===== config.mk =====
export PLATFORM = sky130hd
export DESIGN_NAME = capture_buffer_ctrl_flat
export DESIGN_NICKNAME = d
export VERILOG_FILES = /design/src/rtl/capture_buffer_ctrl_if.sv /design/src/rtl/capture_buffer_ctrl.sv /design/src/flat_wrapper.sv
export SDC_FILE = /design/constraint.sdc
export NUM_CORES = 1
export LEC_CHECK = 0
export CORE_MARGIN = 4
export CORE_UTILIZATION = 35
export DETAILED_ROUTE_END_ITERATION = 8
export GPL_TIMING_DRIVEN = 0
export PLACE_DENSITY_LB_ADDON = 0.3
export SLEW_MARGIN = 20
export SYNTH_ARGS = -nofsm -noshare
export SYNTH_HDL_FRONTEND = slang
export SYNTH_SLANG_ARGS = --single-unit

===== constraint.sdc =====
create_clock -name clk -period 3.7 [get_ports clk]
set_clock_uncertainty 0.1 [all_clocks]
set_input_delay 0.555 -clock clk [delete_from_list [all_inputs] [get_ports clk]]
set_output_delay 0.555 -clock clk [all_outputs]
set_load 0.02 [all_outputs]

===== src/rtl/capture_buffer_ctrl_if.sv =====
// capture_buffer_ctrl_if: write/read port bundle between the
// capture controller (master) and the capture buffer (slave).
interface capture_buffer_ctrl_if #(
  parameter int index_bits = 4,
  parameter int i_bits     = 12,
  parameter int q_bits     = 12
);
  logic [index_bits-1:0]    m_axi_waddr;
  logic [i_bits+q_bits-1:0] m_axi_wdata;
  logic                     m_axi_wvalid;
  logic                     s_axi_wready;
  logic                     s_axi_bvalid;
  logic [index_bits-1:0]    m_axi_raddr;
  logic                     m_axi_rvalid;
  logic                     m_axi_rready;
  logic                     s_axi_rready;
  logic                     s_axi_rvalid;
  logic signed [i_bits-1:0] s_i;
  logic signed [q_bits-1:0] s_q;

  modport master (
    output m_axi_waddr, m_axi_wdata, m_axi_wvalid,
    output m_axi_raddr, m_axi_rvalid, m_axi_rready,
    input  s_axi_wready, s_axi_bvalid,
    input  s_axi_rready, s_axi_rvalid, s_i, s_q
  );

  modport slave (
    input  m_axi_waddr, m_axi_wdata, m_axi_wvalid,
    input  m_axi_raddr, m_axi_rvalid, m_axi_rready,
    output s_axi_wready, s_axi_bvalid,
    output s_axi_rready, s_axi_rvalid, s_i, s_q
  );
endinterface


===== src/rtl/capture_buffer_ctrl.sv =====
// capture_buffer_ctrl: captures a sample burst into the buffer and reads it back.
// Optional response watchdog enabled by defining CAPTURE_TIMEOUT_EN.
module capture_buffer_ctrl #(
  parameter int buffer_length  = 10,
  parameter int index_bits     = 4,
  parameter int i_bits         = 12,
  parameter int q_bits         = 12,
  parameter int timeout_cycles = 16
) (
  input  logic                     clk,
  input  logic                     rst,
  input  logic                     start,
  input  logic                     read_start,
  input  logic signed [i_bits-1:0] sample_i,
  input  logic signed [q_bits-1:0] sample_q,
  input  logic                     sample_valid,
  output logic                     sample_ready,
  capture_buffer_ctrl_if.master    bus,
  output logic signed [i_bits-1:0] out_i,
  output logic signed [q_bits-1:0] out_q,
  output logic                     out_valid,
  input  logic                     out_ready,
  output logic                     busy,
  output logic                     capture_done,
  output logic                     read_done,
  output logic                     error
);

  typedef enum logic [2:0] {
    IDLE, WR_REQ, WR_WAIT, RD_REQ, RD_WAIT, RD_OUT
  } state_t;

  localparam logic [index_bits-1:0] LAST =
    index_bits'(buffer_length - 1);

  state_t                state;
  logic [index_bits-1:0] addr;
  logic                  last;

  assign last         = (addr == LAST);
  assign busy         = (state != IDLE);
  assign sample_ready = (state == WR_REQ) && bus.s_axi_wready;

`ifdef CAPTURE_TIMEOUT_EN
  localparam int TW = $clog2(timeout_cycles + 1);
  logic [TW-1:0] tcnt;
  logic          tmo;
  logic          error_q;
  assign tmo   = (tcnt == TW'(timeout_cycles - 1));
  assign error = error_q;
`else
  assign error = 1'b0;
`endif

  // Transaction sequencer with registered request/response outputs
  always_ff @(posedge clk) begin
    if (rst) begin
      state            <= IDLE;
      addr             <= '0;
      bus.m_axi_waddr  <= '0;
      bus.m_axi_wdata  <= '0;
      bus.m_axi_wvalid <= 1'b0;
      bus.m_axi_raddr  <= '0;
      bus.m_axi_rvalid <= 1'b0;
      bus.m_axi_rready <= 1'b0;
      out_i            <= '0;
      out_q            <= '0;
      out_valid        <= 1'b0;
      capture_done     <= 1'b0;
      read_done        <= 1'b0;
`ifdef CAPTURE_TIMEOUT_EN
      tcnt             <= '0;
      error_q          <= 1'b0;
`endif
    end else begin
      bus.m_axi_wvalid <= 1'b0;
      bus.m_axi_rvalid <= 1'b0;
      bus.m_axi_rready <= 1'b0;
      capture_done     <= 1'b0;
      read_done        <= 1'b0;
      unique case (state)
        IDLE: begin
          if (start || read_start) begin
            addr  <= '0;
            state <= start ? WR_REQ : RD_REQ;
`ifdef CAPTURE_TIMEOUT_EN
            error_q <= 1'b0;
`endif
          end
        end
        WR_REQ: begin
          if (sample_valid && bus.s_axi_wready) begin
            bus.m_axi_wvalid <= 1'b1;
            bus.m_axi_waddr  <= addr;
            bus.m_axi_wdata  <= {sample_i, sample_q};
            state            <= WR_WAIT;
`ifdef CAPTURE_TIMEOUT_EN
            tcnt             <= '0;
`endif
          end
        end
        WR_WAIT: begin
          if (bus.s_axi_bvalid) begin
            if (last) begin
              capture_done <= 1'b1;
              state        <= IDLE;
            end else begin
              addr  <= addr + 1'b1;
              state <= WR_REQ;
            end
          end
`ifdef CAPTURE_TIMEOUT_EN
          else if (tmo) begin
            error_q <= 1'b1;
            state   <= IDLE;
          end else begin
            tcnt <= tcnt + 1'b1;
          end
`endif
        end
        RD_REQ: begin
          if (bus.s_axi_rready) begin
            bus.m_axi_rvalid <= 1'b1;
            bus.m_axi_rready <= 1'b1;
            bus.m_axi_raddr  <= addr;
            state            <= RD_WAIT;
`ifdef CAPTURE_TIMEOUT_EN
            tcnt             <= '0;
`endif
          end
        end
        RD_WAIT: begin
          if (bus.s_axi_rvalid) begin
            out_i     <= bus.s_i;
            out_q     <= bus.s_q;
            out_valid <= 1'b1;
            state     <= RD_OUT;
          end
`ifdef CAPTURE_TIMEOUT_EN
          else if (tmo) begin
            error_q <= 1'b1;
            state   <= IDLE;
          end else begin
            tcnt <= tcnt + 1'b1;
          end
`endif
        end
        RD_OUT: begin
          if (out_ready) begin
            out_valid <= 1'b0;
            if (last) begin
              read_done <= 1'b1;
              state     <= IDLE;
            end else begin
              addr  <= addr + 1'b1;
              state <= RD_REQ;
            end
          end
        end
        default: state <= IDLE;
      endcase
    end
  end

endmodule

===== src/flat_wrapper.sv =====
// flat-port wrapper written by rule: the top's interface ports become plain ports
module capture_buffer_ctrl_flat 
#(
  parameter int buffer_length  = 10,
  parameter int index_bits     = 4,
  parameter int i_bits         = 12,
  parameter int q_bits         = 12,
  parameter int timeout_cycles = 16
)
  (clk, rst, start, read_start, sample_i, sample_q, sample_valid, sample_ready, out_i, out_q, out_valid, out_ready, busy, capture_done, read_done, error, bus_m_axi_waddr, bus_m_axi_wdata, bus_m_axi_wvalid, bus_m_axi_raddr, bus_m_axi_rvalid, bus_m_axi_rready, bus_s_axi_wready, bus_s_axi_bvalid, bus_s_axi_rready, bus_s_axi_rvalid, bus_s_i, bus_s_q);
  capture_buffer_ctrl_if #(.index_bits(index_bits), .i_bits(i_bits), .q_bits(q_bits)) bus_i ();
  input  logic clk;
  input  logic rst;
  input  logic start;
  input  logic read_start;
  input  logic signed [i_bits-1:0] sample_i;
  input  logic signed [q_bits-1:0] sample_q;
  input  logic sample_valid;
  output logic sample_ready;
  output logic signed [i_bits-1:0] out_i;
  output logic signed [q_bits-1:0] out_q;
  output logic out_valid;
  input  logic out_ready;
  output logic busy;
  output logic capture_done;
  output logic read_done;
  output logic error;
  output wire logic [$bits(bus_i.m_axi_waddr)-1:0] bus_m_axi_waddr;
  output wire logic [$bits(bus_i.m_axi_wdata)-1:0] bus_m_axi_wdata;
  output wire logic [$bits(bus_i.m_axi_wvalid)-1:0] bus_m_axi_wvalid;
  output wire logic [$bits(bus_i.m_axi_raddr)-1:0] bus_m_axi_raddr;
  output wire logic [$bits(bus_i.m_axi_rvalid)-1:0] bus_m_axi_rvalid;
  output wire logic [$bits(bus_i.m_axi_rready)-1:0] bus_m_axi_rready;
  input wire logic [$bits(bus_i.s_axi_wready)-1:0] bus_s_axi_wready;
  input wire logic [$bits(bus_i.s_axi_bvalid)-1:0] bus_s_axi_bvalid;
  input wire logic [$bits(bus_i.s_axi_rready)-1:0] bus_s_axi_rready;
  input wire logic [$bits(bus_i.s_axi_rvalid)-1:0] bus_s_axi_rvalid;
  input wire logic [$bits(bus_i.s_i)-1:0] bus_s_i;
  input wire logic [$bits(bus_i.s_q)-1:0] bus_s_q;
  assign bus_m_axi_waddr = bus_i.m_axi_waddr;
  assign bus_m_axi_wdata = bus_i.m_axi_wdata;
  assign bus_m_axi_wvalid = bus_i.m_axi_wvalid;
  assign bus_m_axi_raddr = bus_i.m_axi_raddr;
  assign bus_m_axi_rvalid = bus_i.m_axi_rvalid;
  assign bus_m_axi_rready = bus_i.m_axi_rready;
  assign bus_i.s_axi_wready = bus_s_axi_wready;
  assign bus_i.s_axi_bvalid = bus_s_axi_bvalid;
  assign bus_i.s_axi_rready = bus_s_axi_rready;
  assign bus_i.s_axi_rvalid = bus_s_axi_rvalid;
  assign bus_i.s_i = bus_s_i;
  assign bus_i.s_q = bus_s_q;
  capture_buffer_ctrl #(.buffer_length(buffer_length), .index_bits(index_bits), .i_bits(i_bits), .q_bits(q_bits), .timeout_cycles(timeout_cycles)) u_core (.clk(clk), .rst(rst), .start(start), .read_start(read_start), .sample_i(sample_i), .sample_q(sample_q), .sample_valid(sample_valid), .sample_ready(sample_ready), .bus(bus_i), .out_i(out_i), .out_q(out_q), .out_valid(out_valid), .out_ready(out_ready), .busy(busy), .capture_done(capture_done), .read_done(read_done), .error(error));
endmodule

==> flow_metrics.tcl <==
set metrics [dict create \
    status "finished, final reports clean" \
    grt_busiest_layer "met2" \
    syn_area_per_cell_um2 8.08 \
    syn_inst 326 \
    cts_max_path_buffers 2 \
    cp_max_fo 3 \
    syn_area_um2 2630 \
    drive_above_1_share_pct 6.72 \
    detailedRoute.firstIterationViolations 58 \
    cts_tree "yes" \
    stdcell_count 560 \
    ys_seq_elements 68 \
    cp_slowest_cell "clkdlybuf4s50_1" \
    postRouteAntennaNets 0 \
    fmax_mhz 385 \
    criticalPathCategory "primary input to primary output" \
    htree_num_levels 3 \
    ctsResizeCount 0 \
    final.period_utilization_pct 70.2 \
    period_minus_slack_ps 2600 \
    grt_pass1_wl_mm 11.7 \
    die_w_um 94.7 \
    wl_mm 7.49 \
    initial_core_util_pct 36.1 \
    hold_path_class "flip-flop to flip-flop" \
    gr-usage-all-layers_pct 17.1 \
    hold_violations 0 \
    seq_area_um2 1360 \
    multi_input_area_um2 1140 \
    diodes 0 \
    clock_latency_ps 340 \
    setup_tns_ps 0 \
    timing.slew.headroom_pct 60.3 \
    synthArstFlopShare_pct 0 \
    crit_chain "clkdlybuf4s50_1, nor4b_2, clkdlybuf4s50_1" \
    crit_family "buffers and inverters" \
    area_delta_synth_final_pct 58.4 \
    crit_arrival_ps 1940 \
    cts.sinks 68 \
    wl_per_cell_um 13.4 \
    worst_setup_path_end_kind "primary output" \
    grt_max_degree 13 \
    grt_overflow 0 \
    port_buffers 120 \
    synthFlopType "dfxtp_1" \
    hpwl_mm 5.67 \
    row_count 31 \
    setup.worst_path.start_class "primary input" \
    nFillCells 719 \
    dr_total_vias 2598 \
    cts_inserted_buffers 9 \
    yosysUniqueCellTypes 37 \
    final_nets 517 \
    grt_pass1_vias 2468 \
    crit_top_cell "clkdlybuf4s50_1" \
    cts_setup_buffers 0 \
    use_met3_pct 6.37 \
    required_ps 3040 \
    cts_hold_buf 0 \
    cp.buffers_inverters 2 \
    tightestPinTransition_ps 594 \
    root_buffer "clkbuf_8" \
    clk_pin_slew_ps 70 \
    gp_congestion 0.869 \
    max_stage_delay_ps 660 \
    ys_warn_count 0 \
    syn_nets 386 \
    grt_use_met2_pct 27.8 \
    antenna_found_initial 0 \
    synth_edf_count 0 \
    setup_viol 0 \
    leakage_nw 1.46 \
    num_io_pins 123 \
    placed_cells 545 \
    die_area_um2 8980 \
    viasPerCell 4.64 \
    met1_usage_pct 19.5 \
    grt_setup_unrepaired "no" \
    drc_errors 0 \
    maxSlewViolCount 0 \
    die_y_um 94.7 \
    drv_cap 0 \
    drtPass1Iterations 4 \
    peakVddDrop_v 0.000222 \
    p_per_area_nw_per_um2 468 \
    synth_sequential_area_ratio_pct 51.7 \
    reg2reg_slack_ps 1710 \
    core_um2 7290 \
]
==> sequential cells by signal, indices dropped and copies added (netlist names), 3 cells and up <==
name                    flops
u_core.out_q               12
u_core.bus.m_axi_waddr      4
u_core.bus.m_axi_wdata     24
u_core.state                3
u_core.bus.m_axi_raddr      4
u_core.addr                 4
u_core.out_i               12
==> layer usage <==
metal / up-vias / part of all wire (%)
met4: 0 / 1.7
li1: 1329 / -
met1: 1175 / 41
met2: 85 / 48
met5: - / 0
met3: 9 / 9.1
==> worst paths after layout <==
| path | start | to | cells after the start |
|---|---|---|---|
| max | bus_s_axi_wready | sample_ready | 3 |
| min | u_core.out_i[0] | u_core.out_i[0] | 2 |
| max reg2reg | u_core.state[2] | u_core.bus.m_axi_wdata[8] | 6 |
| min reg2reg | u_core.out_i[0] | u_core.out_i[0] | 2 |
==> where the power goes <==
part	total [mW]	switching, mW	internal [mW]	leakage (nW)
registers	0.801	0.0287	0.772	0.549
clock network	0.661	0.284	0.377	0.105
logic	0.491	0.254	0.237	0.807
==> final cells by class <==
class / instances / area share [%]
buffer: 24 / 2.97
clock buffer: 9 / 2.97
clock inverter: 6 / 2.16
inverter: 2 / 0.180
multi-input combinational: 232 / 27.3
sequential: 68 / 32.6
tap: 99 / 2.97
timing repair buffer: 120 / 28.8
==> Yosys cell counts (2+ instances only) <==
master | number | area, µm²
a21oi_1 | 59 | 295
and3b_1 | 2 | 17.5
buf_2 | 3 | 15.0
buf_4 | 6 | 45.0
clkbuf_1 | 14 | 52.6
dfxtp_1 | 68 | 1360
ha_1 | 2 | 25.0
inv_1 | 2 | 7.51
mux2i_1 | 6 | 60.1
nand2_1 | 109 | 409
nand2b_1 | 2 | 12.5
nand3_1 | 3 | 15.0
nand3b_1 | 2 | 15.0
nor2_1 | 18 | 67.6
nor3_1 | 4 | 20.0
nor3b_1 | 2 | 15.0
o21ai_0 | 3 | 15.0
o21ai_1 | 2 | 10.0
==> cells in the final DEF (no fill, tap or decap), types with 4 or more instances in the layout <==
cell / Yosys / routed
nand2_1: 109 / 109
nor3_1: 4 / 4
dfxtp_1: 68 / 68
a21oi_1: 59 / 59
mux2i_1: 6 / 6
clkdlybuf4s50_1: 0 / 120
nor2_1: 18 / 18
clkbuf_8: 0 / 9
buf_4: 6 / 6
clkbuf_1: 14 / 14
==> kinds of logic (layout without fill, tap and decap cells) <==
| kind of cell | count (synthesis) | after routing | synth area share [%] |
|---|---|---|---|
| compound gates | 71 | 71 | 14.7 |
| other cells | 1 | 1 | 0.142 |
| fa+ha+maj | 2 | 2 | 0.950 |
| mux | 6 | 6 | 2.28 |
| flops | 68 | 68 | 51.7 |
| buf+inv | 26 | 161 | 4.99 |
| simple gates | 152 | 152 | 25.2 |
==> stage by stage <==
stage	setup slack [ps]	cell area (µm²)	util, %	power (mW)	hold slack, ps
global route	957	4170	57.2	2.05	380
global placement	1100	3960	54.3	1.30	341
finish	1100	4170	57.2	1.95	352
detailed placement	1080	3960	54.3	1.31	345
floorplan	1730	2630	-	1.11	374
CTS	1080	4170	57.2	1.97	356
==> worst min-delay path: stages (launching register included) <==
cell,delay [ps]
dfxtp_1,310
nand2_1,50
a21oi_1,50
(Power assumes the default switching activity.)
==> patch 1: new RTL, same settings <==
The option `CAPTURE_TIMEOUT_EN` is turned on by a define.
--- a/src/rtl/capture_buffer_ctrl.sv
+++ b/src/rtl/capture_buffer_ctrl.sv
@@ -2,2 +2,4 @@
 // Optional response watchdog enabled by defining CAPTURE_TIMEOUT_EN.
+`define CAPTURE_TIMEOUT_EN
+
 module capture_buffer_ctrl #(
Check against the original RTL: no difference found for any inputs over 10 cycles, from zero or initial values and one cycle with rst high; that may be too few to reach the edited logic, so the function may still have changed.
==> patch 1 against the unedited design <==
Worst setup slack got worse by 0.029 ns. Sequential cell count rose by 6. Synthesized area rose by 12%. Power rose by 11%. Via count rose by 13%. Wire length rose by 9.3%. Combinational power rose by 20%. Clock power rose by 7.4%. Count of clock-buffer cells in the layout rose by 3. Synthesized cell count rose by 14%. Final area rose by 8.5%. Critical endpoint unchanged. Largest power group unchanged.
==> patch 1: results (changes against the unedited design) <==
Area contributors post-synth=dfxtp_1, nand2_1, a21oi_1, nor2_1, clkbuf_1; cts bufs inserted=9 (unchanged); clock root buffer=clkbuf_8; Rel. slew slack=0.558 (-0.0449); first-pass GRT wire length=12900 um (+10%); Clk pwr share=0.326 (-0.012); syn avg cell area=7.89 um^2 (-2.3%); crit path DAT=1.97 ns (+0.03 ns); critical path's slowest cell=clkdlybuf4s50_1; post-CTS setup buffers=0 (unchanged); GPL Wtd Cong=0.782 (-10%); final wirelength=8180 um (+9.3%); status=finished clean; Cell variety after synth=40 (+8.1%); most common flop cell mapped by yosys=dfxtp_1; worst hold path type=reg2reg; DRC viols=0 (unchanged); Post-Synth Adder-Cell Area=0.0170 (+0.00750); post-cts resize count=0 (unchanged); Ys Warns=0 (unchanged); pre-CTS setup slack=1.03 ns (-0.0561 ns); filler cell count=778 (+8.2%); biggest regs=u_core.bus.m_axi_wdata: 24 flops, u_core.out_i: 12 flops, u_core.out_q: 12 flops; final std cells w/o fill=616 (+10%); post-synthesis mux area share=0.0102 (-0.0126); layout cells sized above 1=0.0489 (-0.0183); Post-synth top cells=nand2_1, dfxtp_1, a21oi_1, nor2_1, clkbuf_1; XOR/XNOR Fraction of Synth Area=0.00297 (+0.00297); Post-synth ARST share=0 (unchanged); port bufs=122 (+1.7%); slowest stage delay, CP=0.61 ns (-0.05 ns); Overall Global Routing Usage=0.163 (-0.00711); NetSw=0.652 mW (+15%); Final HPWL DP=6170 um (+8.8%); Clock Latency Late Sink=0.34 ns (about the same); largest net degree at the start of global routing=13 (unchanged); maximum vdd drop=0.000229 V (+3.6%); Worst-path clk slew=0.08 ns; sequential fraction of the synthesis area=0.503 (-0.0137); nets=568 (+9.9%); syn nets=435 (+13%); Max clock buf depth=2 (unchanged); initial DRC count=129 (+120%); via count=2925 (+13%); placed cell area=4300 um^2 (+8.5%); vias in the first global route=2760 (+12%); DP Cell Count=600 (+10%); Leakage=1.56 nW (+6.9%); CTS H-Tree Depth=3 (unchanged); post-synthesis compound-gate area fraction=0.156 (+0.00913); Worst path top cell family by delay=buffers and inverters
patch 1: power by group through the flow:
stage | logic (mW) | clock network [mW] | registers, mW
3_5_place_dp | 0.590 | 0 | 0.896
4_1_cts | 0.594 | 0.727 | 0.877
5_1_grt | 0.648 | 0.763 | 0.884
3_3_place_gp | 0.581 | 0 | 0.894
2_1_floorplan | 0.329 | 0 | 0.927
6_report | 0.589 | 0.710 | 0.877
patch 1: path summary, 6_finish.rpt:
check / from / to / slack (ns) / cells past startpoint
worst max-delay path: bus_s_axi_wready / sample_ready / 1.07 / 4
worst min-delay path: u_core.bus.m_axi_waddr[3] / u_core.bus.m_axi_waddr[3] / 0.35 / 2
worst max register to register: u_core.tcnt[0] / u_core.tcnt[3] / 1.12 / 9
worst min register to register: u_core.bus.m_axi_waddr[3] / u_core.bus.m_axi_waddr[3] / 0.35 / 2
patch 1: cell type report:
cell class	count	area, um^2	area share
Multi-Input combinational cell	265	1320	0.292
Sequential cell	74	1480	0.327
Buffer	25	109	0.0241
Clock buffer	12	155	0.0343
Tap cell	105	131	0.0290
Inverter	9	33.8	0.00746
Clock inverter	4	73.8	0.0163
Timing Repair Buffer	122	1220	0.270
patch 1: routing by layer:
layer	global-route usage	up-vias	wire [um]
li1	-	1498	-
met1	0.194	1326	3410
met2	0.267	86	3880
met3	0.0610	15	713
met4	0.0630	0	173
met5	0	-	0
patch 1: worst register-to-register path, cell delays in order (launching register included):
cell and delay (ns):
dfxtp_1 0.34, ha_1 0.23, and3_1 0.19, ha_1 0.27, nor4b_4 0.26, a211oi_1 0.11
or2_0 0.21, buf_2 0.15, or4_1 0.50, a21oi_1 0.14
==> patch 2: new RTL, config.mk and constraints unchanged <==
Without the edit above. Reset style: asynchronous (`rst`), changed in one clocked block.
--- a/src/rtl/capture_buffer_ctrl.sv
+++ b/src/rtl/capture_buffer_ctrl.sv
@@ -55,3 +55,3 @@
   // Transaction sequencer with registered request/response outputs
-  always_ff @(posedge clk) begin
+  always_ff @(posedge clk or posedge rst) begin
     if (rst) begin
Check against the original RTL: differs if rst is asserted again (counterexample within 4 cycles, from zero or initial values and one cycle with rst high); with rst held inactive, the same outputs for 10 cycles.
==> patch 2 against the unedited design <==
Final area up 5.1%. Sequential cell count unchanged. Synthesized area up 7.8%. Final cell count down 21%. Global-route usage down 2.8 points. Worst setup slack better by 0.11 ns. Wire length down 10%. Die area up 7.2%.
Power is not compared: it rests on default switching activity, and its combinational part moved more than twofold at a synthesized area within 25%.
==> patch 2: results (changes against the unedited design) <==
DP Cell Count=428 (-21%); crit path max fanout=10 (+7); largest net degree at the start of global routing=42 (+29); multi-input logic area=1020 um^2 (-10%); first-pass GRT wire length=10700 um (-8.9%); sequential fraction of the synthesis area=0.599 (+0.0823); R2R depth=6 (unchanged); pre-CTS setup slack=1.22 ns (+0.138 ns); Hold Path Origin=u_core.bus.m_axi_raddr[2]; port bufs=121 (+0.83%); r2r startpoint=u_core.state[0]; routed wl met3=421 um (-38%); GR Layer Usage met1=0.178 (-0.0169); Area contributors post-synth=dfrtp_1, mux2_2, mux2_4, nand2_1, buf_6; initial DRC count=49 (-16%); Cell variety after synth=35 (-5.4%); # clk buffers=11 (+2); placed cell area=4200 um^2 (+6.1%); met2 usage=0.228 (-0.0500); GPL Wtd Cong=0.842 (-3.2%); nets=397 (-23%); WL met1=2940 um (-4.3%); vias in the first global route=2075 (-16%); Reg2Reg Setup Slack=1.89 ns (+0.18 ns); CTS H-Tree Depth=3 (unchanged); Post-synth ARST share=1.00 (+1.00); filler cell count=705 (-1.9%); Post-synth top cells=dfrtp_1, mux2_2, nand2_1, mux2_4, nand3_1; metal2 WL=3210 um (-11%); Hold Path End=u_core.bus.m_axi_raddr[2]; drt wl/cell=15.1 um (+13%); Clock buf/inv share=0.0419 (-0.00933); syn nets=264 (-32%); post-synthesis mux area share=0.233 (+0.210); post-synthesis compound-gate area fraction=0.0463 (-0.101); worst reg2reg path endpoint=u_core.bus.m_axi_wdata[6]; NetSw=1.28 mW; slowest stage delay, CP=0.55 ns (-0.11 ns); non-clock inverter count=6 (+4); Overall Global Routing Usage=0.142 (-0.0284); crit path DAT=1.84 ns (-0.10 ns); layout cells sized above 1=0.240 (+0.173); TAP cells=102 (+3.0%); M3 GR Usage=0.0379 (-0.0259); vias per cell=4.63 (-0.24%); FF+latch area=1700 um^2 (+25%); status=finished clean; Worst path top cell family by delay=buffers and inverters; final std cells w/o fill=444 (-21%); design area=4390 um^2 (+5.1%); multi-input gates=118 (-49%); Signal buffers=134 (-6.9%); cts bufs inserted=9 (unchanged); Final HPWL DP=5040 um (-11%); Data buffer area share=0.302 (-0.0157); syn avg cell area=13.9 um^2 (+72%); Post-Synth Adder-Cell Area=0.00881 (-0.000691); biggest regs=u_core.bus.m_axi_wdata: 24 flops, u_core.out_i: 12 flops, u_core.out_q: 12 flops; worst hold slack=0.385 ns (+0.0329 ns); most common flop cell mapped by yosys=dfrtp_1
==> patch 2: cell count changes in the layout (fill, tap and decap cells not counted), sizes merged, moves of 12 or more <==
cell and delta:
nand2 -95, dfrtp +68, dfxtp -68, a21oi -56, mux2 +54, nor2 -15
clkbuf -12
==> patch 2: worst max path at each step <==
stage	endpoint	slack (ns)	from	cells after the start
2_1_floorplan	u_core.addr[0]	1.33	rst	1
3_3_place_gp	u_core.bus.m_axi_wdata[16]	0.1	rst	2
3_5_place_dp	sample_ready	1.22	bus_s_axi_wready	3
4_1_cts	busy	1.18	u_core.state[0]	3
5_1_grt	busy	1.12	u_core.state[0]	3
6_report	busy	1.21	u_core.state[0]	3
==> patch 2: worst min-delay path, delay by kind of cell (launching register included) <==
kind               cells  cell delay (ns)
AOI/OAI and AO/OA      1             0.06
and+or+nand+nor        1             0.05
DFF                    1             0.34
